===== config.mk =====
export PLATFORM = sky130hd
export DESIGN_NAME = spi_arb
export DESIGN_NICKNAME = d
export VERILOG_FILES = /design/src/rtl/spi_pkg.sv /design/src/rtl/spi_arb_rr_pick.sv /design/src/rtl/spi_arb.sv
export SDC_FILE = /design/constraint.sdc
export NUM_CORES = 1
export LEC_CHECK = 0
export CORE_ASPECT_RATIO = 0.9
export CORE_MARGIN = 8
export CORE_UTILIZATION = 43
export DETAILED_ROUTE_END_ITERATION = 6
export GPL_TIMING_DRIVEN = 0
export PLACE_DENSITY_LB_ADDON = 0.2
export SKIP_LAST_GASP = 1
export SLEW_MARGIN = 20
export SYNTH_ARGS = -nofsm -noshare
export SYNTH_HDL_FRONTEND = slang
export SYNTH_SLANG_ARGS = --single-unit

===== constraint.sdc =====
create_clock -name clk -period 4.55 [get_ports clk]
set_clock_uncertainty 0.1 [all_clocks]
set_input_delay 0.6825 -clock clk [delete_from_list [all_inputs] [get_ports clk]]
set_output_delay 0.6825 -clock clk [all_outputs]
set_load 0.01 [all_outputs]

===== src/rtl/spi_pkg.sv =====
// spi_pkg: shared FSM state encoding and default sizing for the SPI arbiter.
package spi_pkg;

    localparam int unsigned SPI_M   = 9;    // SPI word width
    localparam int unsigned SPI_N   = 4;    // number of requesters
    localparam int unsigned SPI_TMO = 255;  // watchdog limit in clk cycles

    typedef enum logic [2:0] {
        IDLE    = 3'd0,
        START   = 3'd1,
        WAIT_LO = 3'd2,
        WAIT_HI = 3'd3,
        DONE    = 3'd4
    } spi_state_e;

    // Width of a requester index; a single requester still needs one bit.
    function automatic int unsigned idx_width(input int unsigned n);
        return (n > 1) ? $clog2(n) : 1;
    endfunction

endpackage


===== src/rtl/spi_arb_rr_pick.sv =====
// rr_pick: round-robin selector. The search starts at ptr and wraps; the
// first pending request wins. Purely combinational.
module rr_pick
    import spi_pkg::*;
#(
    parameter int unsigned N  = SPI_N,
    parameter int unsigned PW = idx_width(N)
) (
    input  logic [N-1:0]  req,
    input  logic [PW-1:0] ptr,
    output logic [N-1:0]  win,
    output logic [PW-1:0] idx
);

    logic          found;
    logic [PW-1:0] j;

    // Walk the requesters from ptr upward (modulo N) and take the first one set.
    always_comb begin
        win   = '0;
        idx   = '0;
        found = 1'b0;
        j     = '0;
        for (int unsigned k = 0; k < N; k++) begin
            j = PW'((32'(ptr) + k) % N);
            if (!found && req[j]) begin
                found  = 1'b1;
                win[j] = 1'b1;
                idx    = j;
            end
        end
    end

endmodule


===== src/rtl/spi_arb.sv =====
// spi_arb: N-way round-robin arbiter in front of a single SPI master.
// The winner's TX word is latched and handed to the master; the received
// word is returned with a one-cycle done pulse to the winner.
// Optional watchdog: define SPI_ARB_TIMEOUT_EN to abort a transfer that
// stalls for TMO cycles (err pulse instead of done).
module spi_arb
    import spi_pkg::*;
#(
    parameter int unsigned M   = SPI_M,
    parameter int unsigned N   = SPI_N,
    parameter int unsigned TMO = SPI_TMO
) (
    input  logic           clk,
    input  logic           clr,
    input  logic [N-1:0]   req,
    input  logic [N*M-1:0] tx_dat,
    output logic [N-1:0]   gnt,
    output logic [N-1:0]   done,
    output logic [M-1:0]   rx_dat,
    output logic           busy,
    output logic           err,
    output logic           spi_st,
    output logic [M-1:0]   spi_di,
    input  logic           spi_load,
    input  logic [M-1:0]   spi_do
);

    localparam int unsigned PW = idx_width(N);

    if (TMO < 1) begin : g_bad_tmo
        $error("spi_arb: TMO must be at least 1");
    end

    spi_state_e    state_q, state_d;
    logic [PW-1:0] ptr_q,   ptr_d;
    logic [PW-1:0] win_q,   win_d;
    logic [N-1:0]  gnt_q,   gnt_d;
    logic [N-1:0]  done_q,  done_d;
    logic [M-1:0]  rx_q,    rx_d;
    logic [M-1:0]  di_q,    di_d;

    logic [N-1:0]  pick_win;
    logic [PW-1:0] pick_idx;
    logic [M-1:0]  tx_w [N];
    logic          tmo_hit;

    rr_pick #(
        .N  (N),
        .PW (PW)
    ) u_pick (
        .req (req),
        .ptr (ptr_q),
        .win (pick_win),
        .idx (pick_idx)
    );

    for (genvar g = 0; g < N; g++) begin : g_unpack
        assign tx_w[g] = tx_dat[g*M +: M];
    end

`ifdef SPI_ARB_TIMEOUT_EN
    localparam int unsigned CW = $clog2(TMO + 1);

    logic [CW-1:0] cnt_q, cnt_d;
    logic          err_q, err_d;

    // cnt_q is 0 in the first WAIT_LO cycle, so TMO-1 marks the TMO-th wait cycle.
    assign tmo_hit = (cnt_q == CW'(TMO - 1));
    assign err     = err_q;

    // Watchdog counter and abort pulse register.
    always_ff @(posedge clk or posedge clr) begin
        if (clr) begin
            cnt_q <= '0;
            err_q <= 1'b0;
        end else begin
            cnt_q <= cnt_d;
            err_q <= err_d;
        end
    end
`else
    assign tmo_hit = 1'b0;
    assign err     = 1'b0;
`endif

    // Arbitration, handshake sequencing with the SPI master, and completion.
    always_comb begin
        state_d = state_q;
        ptr_d   = ptr_q;
        win_d   = win_q;
        gnt_d   = gnt_q;
        done_d  = '0;
        rx_d    = rx_q;
        di_d    = di_q;
`ifdef SPI_ARB_TIMEOUT_EN
        err_d   = 1'b0;
        cnt_d   = cnt_q;
`endif
        unique case (state_q)
            IDLE: begin
                if (|req) begin
                    gnt_d   = pick_win;
                    win_d   = pick_idx;
                    di_d    = tx_w[pick_idx];
                    state_d = START;
                end
            end
            START: begin
`ifdef SPI_ARB_TIMEOUT_EN
                cnt_d   = '0;
`endif
                state_d = WAIT_LO;
            end
            WAIT_LO: begin
`ifdef SPI_ARB_TIMEOUT_EN
                cnt_d = cnt_q + CW'(1);
`endif
                // Real progress from the master takes priority over the watchdog.
                if (!spi_load) begin
                    state_d = WAIT_HI;
                end else if (tmo_hit) begin
`ifdef SPI_ARB_TIMEOUT_EN
                    err_d   = 1'b1;
`endif
                    state_d = DONE;
                end
            end
            WAIT_HI: begin
`ifdef SPI_ARB_TIMEOUT_EN
                cnt_d = cnt_q + CW'(1);
`endif
                if (spi_load) begin
                    rx_d    = spi_do;
                    done_d  = gnt_q;
                    state_d = DONE;
                end else if (tmo_hit) begin
`ifdef SPI_ARB_TIMEOUT_EN
                    err_d   = 1'b1;
`endif
                    state_d = DONE;
                end
            end
            DONE: begin
                gnt_d   = '0;
                ptr_d   = (win_q == PW'(N - 1)) ? '0 : win_q + PW'(1);
                state_d = IDLE;
            end
            default: state_d = IDLE;
        endcase
    end

    // State and datapath registers.
    always_ff @(posedge clk or posedge clr) begin
        if (clr) begin
            state_q <= IDLE;
            ptr_q   <= '0;
            win_q   <= '0;
            gnt_q   <= '0;
            done_q  <= '0;
            rx_q    <= '0;
            di_q    <= '0;
        end else begin
            state_q <= state_d;
            ptr_q   <= ptr_d;
            win_q   <= win_d;
            gnt_q   <= gnt_d;
            done_q  <= done_d;
            rx_q    <= rx_d;
            di_q    <= di_d;
        end
    end

    assign gnt    = gnt_q;
    assign done   = done_q;
    assign rx_dat = rx_q;
    assign spi_di = di_q;
    assign busy   = (state_q != IDLE);
    assign spi_st = (state_q == START);

endmodule


* Word-level counts from Yosys, hierarchy flattened
Cells that the tools add are included.
** Storage, ports and cells
- Flip-flop bits (word level) :: 33
- Latch bits :: 0
- Memory bits (writable) :: 0
- Memory bits (read-only) :: 0
- Output and inout port bits :: 29
- Memories :: 0
** Operators by class
- Add/subtract/negate cells :: 4
- Multipliers :: 0
- Divide/modulo/power cells :: 0
- $lt $le $gt $ge :: 9
- Eq/ne operators :: 8
- Shifts and indexed selects :: 0
- Multiplexer cells :: 39
- Bitwise gates (word level) :: 4
- Reduce and logical (&&, ||, !) cells :: 18
** Operator list (number)
- $mux W4 :: 7
- $bmux W9 S2 :: 1
- $mux W9 :: 2
- $lt A2 B3 Y1 const B :: 4
- $or A4 B4 Y4 :: 3
- $pmux W3 S4 :: 1
- $mux W1 :: 11
- $mux W2 :: 5
- $mux W3 :: 3
- $bmux W1 S2 :: 4
- $demux W1 S2 :: 4
- $ge A2 B1 Y1 const B :: 4
- $pmux W4 S2 :: 1
- $logic_and A1 B1 Y1 :: 7
- $eq A3 B2 Y1 const B :: 2
- $ne A2 B2 Y1 const B :: 3
- $reduce_and A2 Y1 :: 3
- $add A2 B1 Y2 const B :: 2
- $add A2 B2 Y2 const B :: 2
- $reduce_or A4 Y1 :: 1
- $eq A3 B1 Y1 const B :: 1
- $eq A3 B3 Y1 const B :: 1
- $ge A3 B3 Y1 const B :: 1
- $logic_not A1 Y1 :: 3
- other kinds (6) :: 6

* Longest topological paths before layout
- Depth in word-level cells :: 16
- Depth in mapped cells :: 12

* Modules after synthesis
From an unflattened synthesis, not the netlist that was laid out.
** Second synthesis, totals
- Cells, all modules :: 156
- Area, all modules :: 2037.0 µm²
** By module, submodules not included
- spi_arb :: instances 1, cells each 108, area each 1597.8 µm², seq. area each 825.8 µm²
- rr_pick :: instances 1, cells each 48, area each 439.2 µm², seq. area each 0.0 µm²

* Worst setup path before layout
Ideal clock, no wire load.
- Path type :: reg-to-reg
- From :: reg ptr_q[0]
- To :: reg di_q[0] (netlist: spi_di[0])
- Library setup time :: 0.130 ns
- Data arrival time :: 2.977 ns
- Data required time :: 4.320 ns
- Slack :: 1.343 ns
- Cell stages (with the launch flop) :: 12
- Clock period less this slack :: 3.207 ns
- Cells stage by stage :: dfrtp_1 buf_6 clkbuf_1 inv_1 ha_1 buf_2 mux4_2 o21ba_1 nor3_1 or4_1 o211ai_1 nand3_1
** On the way
- Longest elaborated chain between the ends :: 16
** RTL lines
- start: declaration :: RTL line spi_arb.sv:35 : logic [PW-1:0] ptr_q, ptr_d;
- start signal: assignment :: RTL line spi_arb.sv:164 : ptr_q <= ptr_d;
- branches (longest 11 deep; another with $add A2 B1 Y2)
- $mux W2 * :: RTL line spi_arb_rr_pick.sv:26 : if (!found && req[j]) begin
- $not A2 Y3 (not written as such) * :: RTL line spi_arb.sv:104 : di_d = tx_w[pick_idx];
- $bmux W9 S2 * :: RTL line spi_arb.sv:104
- $mux W9 (not written as such) * (2 in a row) :: RTL line spi_arb.sv:104
- end signal: assignment :: RTL line spi_arb.sv:169 : di_q <= di_d;
- end: declaration :: RTL line spi_arb.sv:40 : logic [M-1:0] di_q, di_d;
Every way passes the cells marked *. The select of a mux whose other input is x is not followed.
A chain may end at the register's enable or synchronous reset.

* Worst setup path after layout
Same ends and word-level chain as after synthesis.

==> summary.md <==
| Metric | Value |
|---|---|
| Final ANT Viol Nets | 0 |
| H-tree levels | 2 |
| Clock Path Buffers | 2 |
| Number of port buffers | 79 |
| Worst r2r path cells | 11 |
| Sw Ratio | 38.3% |
| Int Power | 1.15 mW |
| Critical path data arrival time | 3.72 ns |
| Drt total wl | 5.36 mm |
| Combinational share of power | 55.5% |
| Hold Crit Depth | 2 |
| Clk slew on worst S/H paths | 0.07 ns |
| Post-layout power | 1.87 mW |
| Post-CTS Setup Inserts | 0 |
| CTS tree | yes |
| Reg2reg end | spi_di[0] |
| CTS Buf Count | 5 |
| Leakage | 1.30 nW |
| Final Instance Area | 2960 sq um |
| Initial DRC Count | 91 |
| DIE AREA | 6970 sq um |
| Seq/Total Area, Yosys | 42.2% |
| R2r setup slk | 0.95 ns |
| Yosys cell types | 42 |
| Tot GR Track Use | 16.0% |
| Setup TNS | 0 ns |
| Syn avg cell area | 9.79 sq um |
| CTS-repair resized insts | 0 |
| Cts hold-fix bufs | 0 |
| Clock root buffer | clkbuf_8 |
| Final Hold Fails | 0 |
| Post-layout minimum cycle time | 3.60 ns |
| PD cells | 631 nW/um^2 |
| CP max FO | 10 |
| Crit start category | flip-flop |
| Final-layout fill cell count | 376 |
| CTS sink count | 33 |
| Seq cells post-synth | 33 |
| Via count | 1816 |
| Ports | 81 |
| Die width | 87.1 um |
| ANT cells | 0 |
| Final setup fails | 0 |
| Half-perimeter wire length after placement | 4.15 mm |
| Placed cell area | 2830 sq um |
| RSZ-0062 raised after global routing | false |
| Post-synthesis cell area | 1960 sq um |
| Crit path capture type | flip-flop |
| Hold_sp | rx_dat[3] |
| Largest net degree at the start of global routing | 34 |
| Initial Util | 44.2% |
| Post-Synthesis Cells | 200 |
| Initial antenna violation count | 0 |
| DR pass1 iterations | 5 |
| Measured slew at the worst slew-check pin | 0.728 ns |
| Share of cells above drive strength 1 | 8.71% |
| Routed vias/inst | 5.20 |
| First-pass GRT wire length | 8.91 mm |
| Syn nets | 261 |
| Number of synthesized flops with an enable pin | 0 |
| Rel. slew slack | 51.1% |
| WHS | 0.377 ns |
| Crit Path Class | flip-flop to flip-flop |
| RR Startpoint | ptr_q[0] |
| Die height | 80.0 um |
| Synth Flop Type | dfrtp_1 |
| Critical Path RT | 4.67 ns |
| Core Area | 4430 sq um |
| Final period util | 79.2% |
| Final Max Slew Viols | 0 |
| Worst IR Drop VDD | 0.000284 V |
| Post-synth ARST share | 100% |
| Seq pwr share | 26.8% |
| Hold Path Sink | rx_dat[3] |
| Max Clk Rate | 278 MHz |
| P&R area growth vs syn | 51.2% |
| Gr ovfl total | 0 |
| Skew-Pair Late Insertion Delay | 0.29 ns |
| Status | completed |
| Final Net Count | 347 |
| Vias in the first global route | 1870 |
| Clk pwr share | 17.7% |
| Yosys warns | 0 |
| Site Rows | 23 |
| Routed wire per std cell | 15.4 um |
| Max-cap violation count | 0 |
| Sw Pwr | 0.715 mW |
| Gp weighted congestion | 0.818 |
| DRC violations left | 0 |
| Final Util | 66.8% |
| Hold Path Class | flip-flop to flip-flop |
## state kept, by name, summed over array words and instances (netlist names)
signal / count
state_q: 3
rx_dat: 9
done: 4
win_q: 2
spi_di: 9
gnt: 4
ptr_q: 2
## layout by cell type, fill, tap and decap left out, drive strengths merged, types with 4 or more instances in the layout
master | synthesis | routed
and2 | 7 | 7
nand3 | 9 | 9
a21o | 4 | 4
nand2 | 44 | 44
o211ai | 9 | 9
or4 | 9 | 9
dfrtp | 33 | 33
a21oi | 6 | 6
ha | 9 | 9
clkbuf | 4 | 9
mux4 | 4 | 4
a222oi | 4 | 4
nor2 | 8 | 8
buf | 8 | 8
inv | 5 | 5
clkdlybuf4s50 | 0 | 79
a32oi | 9 | 9
## through the flow
step,worst slack (ns),std cells
after floorplan,1.34,200
after global placement,0.995,341
after detailed placement,0.958,341
after CTS,0.942,349
after global routing,0.643,349
final,0.948,349
## worst max-delay path, stage by stage (launching register included)
cell,delay (ns)
dfrtp_1,0.45
buf_6,0.16
clkbuf_1,0.32
inv_1,0.17
ha_1,0.30
buf_2,0.18
mux4_2,0.60
nor4b_4,0.41
o2bb2ai_1,0.21
a21boi_4,0.35
a32oi_1,0.17
nand3_1,0.10
## power groups by stage
| stage | Combinational, mW | Clock, mW | Sequential [mW] |
|---|---|---|---|
| 2_1_floorplan | 0.612 | 0 | 0.535 |
| 3_3_place_gp | 1.02 | 0 | 0.498 |
| 3_5_place_dp | 1.05 | 0 | 0.504 |
| 4_1_cts | 1.05 | 0.337 | 0.501 |
| 5_1_grt | 1.14 | 0.354 | 0.518 |
| 6_report | 1.04 | 0.330 | 0.500 |
## worst max path at each step
| stage | start | end | slack [ns] | cells after the start |
|---|---|---|---|---|
| after global routing | ptr_q[0] | spi_di[0] | 0.64 | 11 |
| after CTS | ptr_q[0] | spi_di[0] | 0.94 | 11 |
| final | ptr_q[0] | spi_di[0] | 0.95 | 11 |
| after detailed placement | ptr_q[0] | spi_di[0] | 0.96 | 11 |
| after global placement | ptr_q[0] | spi_di[0] | 0.99 | 11 |
| after floorplan | ptr_q[0] | spi_di[0] | 1.34 | 11 |
## cells by family after synthesis
| group | count (synthesis) | share of synthesized area, % |
|---|---|---|
| AO/OA/AOI/OAI | 42 | 16.9 |
| adder cells (fa/ha/maj) | 9 | 5.75 |
| buffers and inverters | 17 | 4.73 |
| flip-flops | 33 | 42.2 |
| multiplexers | 7 | 6.20 |
| other | 1 | 0.192 |
| AND/OR/NAND/NOR | 91 | 24.1 |
## metal layers
| metal | global-route usage, % | vias to the layer above | part of all wire, % |
|---|---|---|---|
| li1 | - | 902 | - |
| met1 | 18.4 | 843 | 41 |
| met2 | 26.3 | 66 | 49 |
| met3 | 7.20 | 5 | 9.5 |
| met4 | 4.46 | 0 | 0.78 |
| met5 | 0 | - | 0 |
## synth_stat cells (all sizes together) (2+ instances only)
cell type / n / area (sq um)
nor3b: 2 / 15.0
mux2i: 2 / 20.0
nand3: 9 / 45.0
or3: 2 / 17.5
nor2b: 3 / 18.8
o211ai: 9 / 67.6
a21oi: 6 / 30.0
nor2: 8 / 30.0
a32oi: 9 / 78.8
ha: 9 / 113
mux4: 4 / 90.1
clkbuf: 4 / 15.0
a21o: 4 / 30.0
buf: 8 / 58.8
a222oi: 4 / 40.0
dfrtp: 33 / 826
o2bb2ai: 2 / 17.5
inv: 5 / 18.8
nor3: 2 / 10.0
or4: 9 / 67.6
nand2: 44 / 165
o21ai: 3 / 15.0
and2: 7 / 46.3
## final cells by class
class	instances	area, sq um	area share (%)
Clock buffer	5	68.8	2.32
Buffer	12	73.8	2.49
Multi-Input combinational cell	150	1040	35.1
Inverter	5	18.8	0.634
Sequential cell	33	826	27.9
Tap cell	62	77.6	2.62
Clock inverter	3	65.1	2.20
Timing Repair Buffer	79	791	26.7
(Power assumes the default switching activity.)
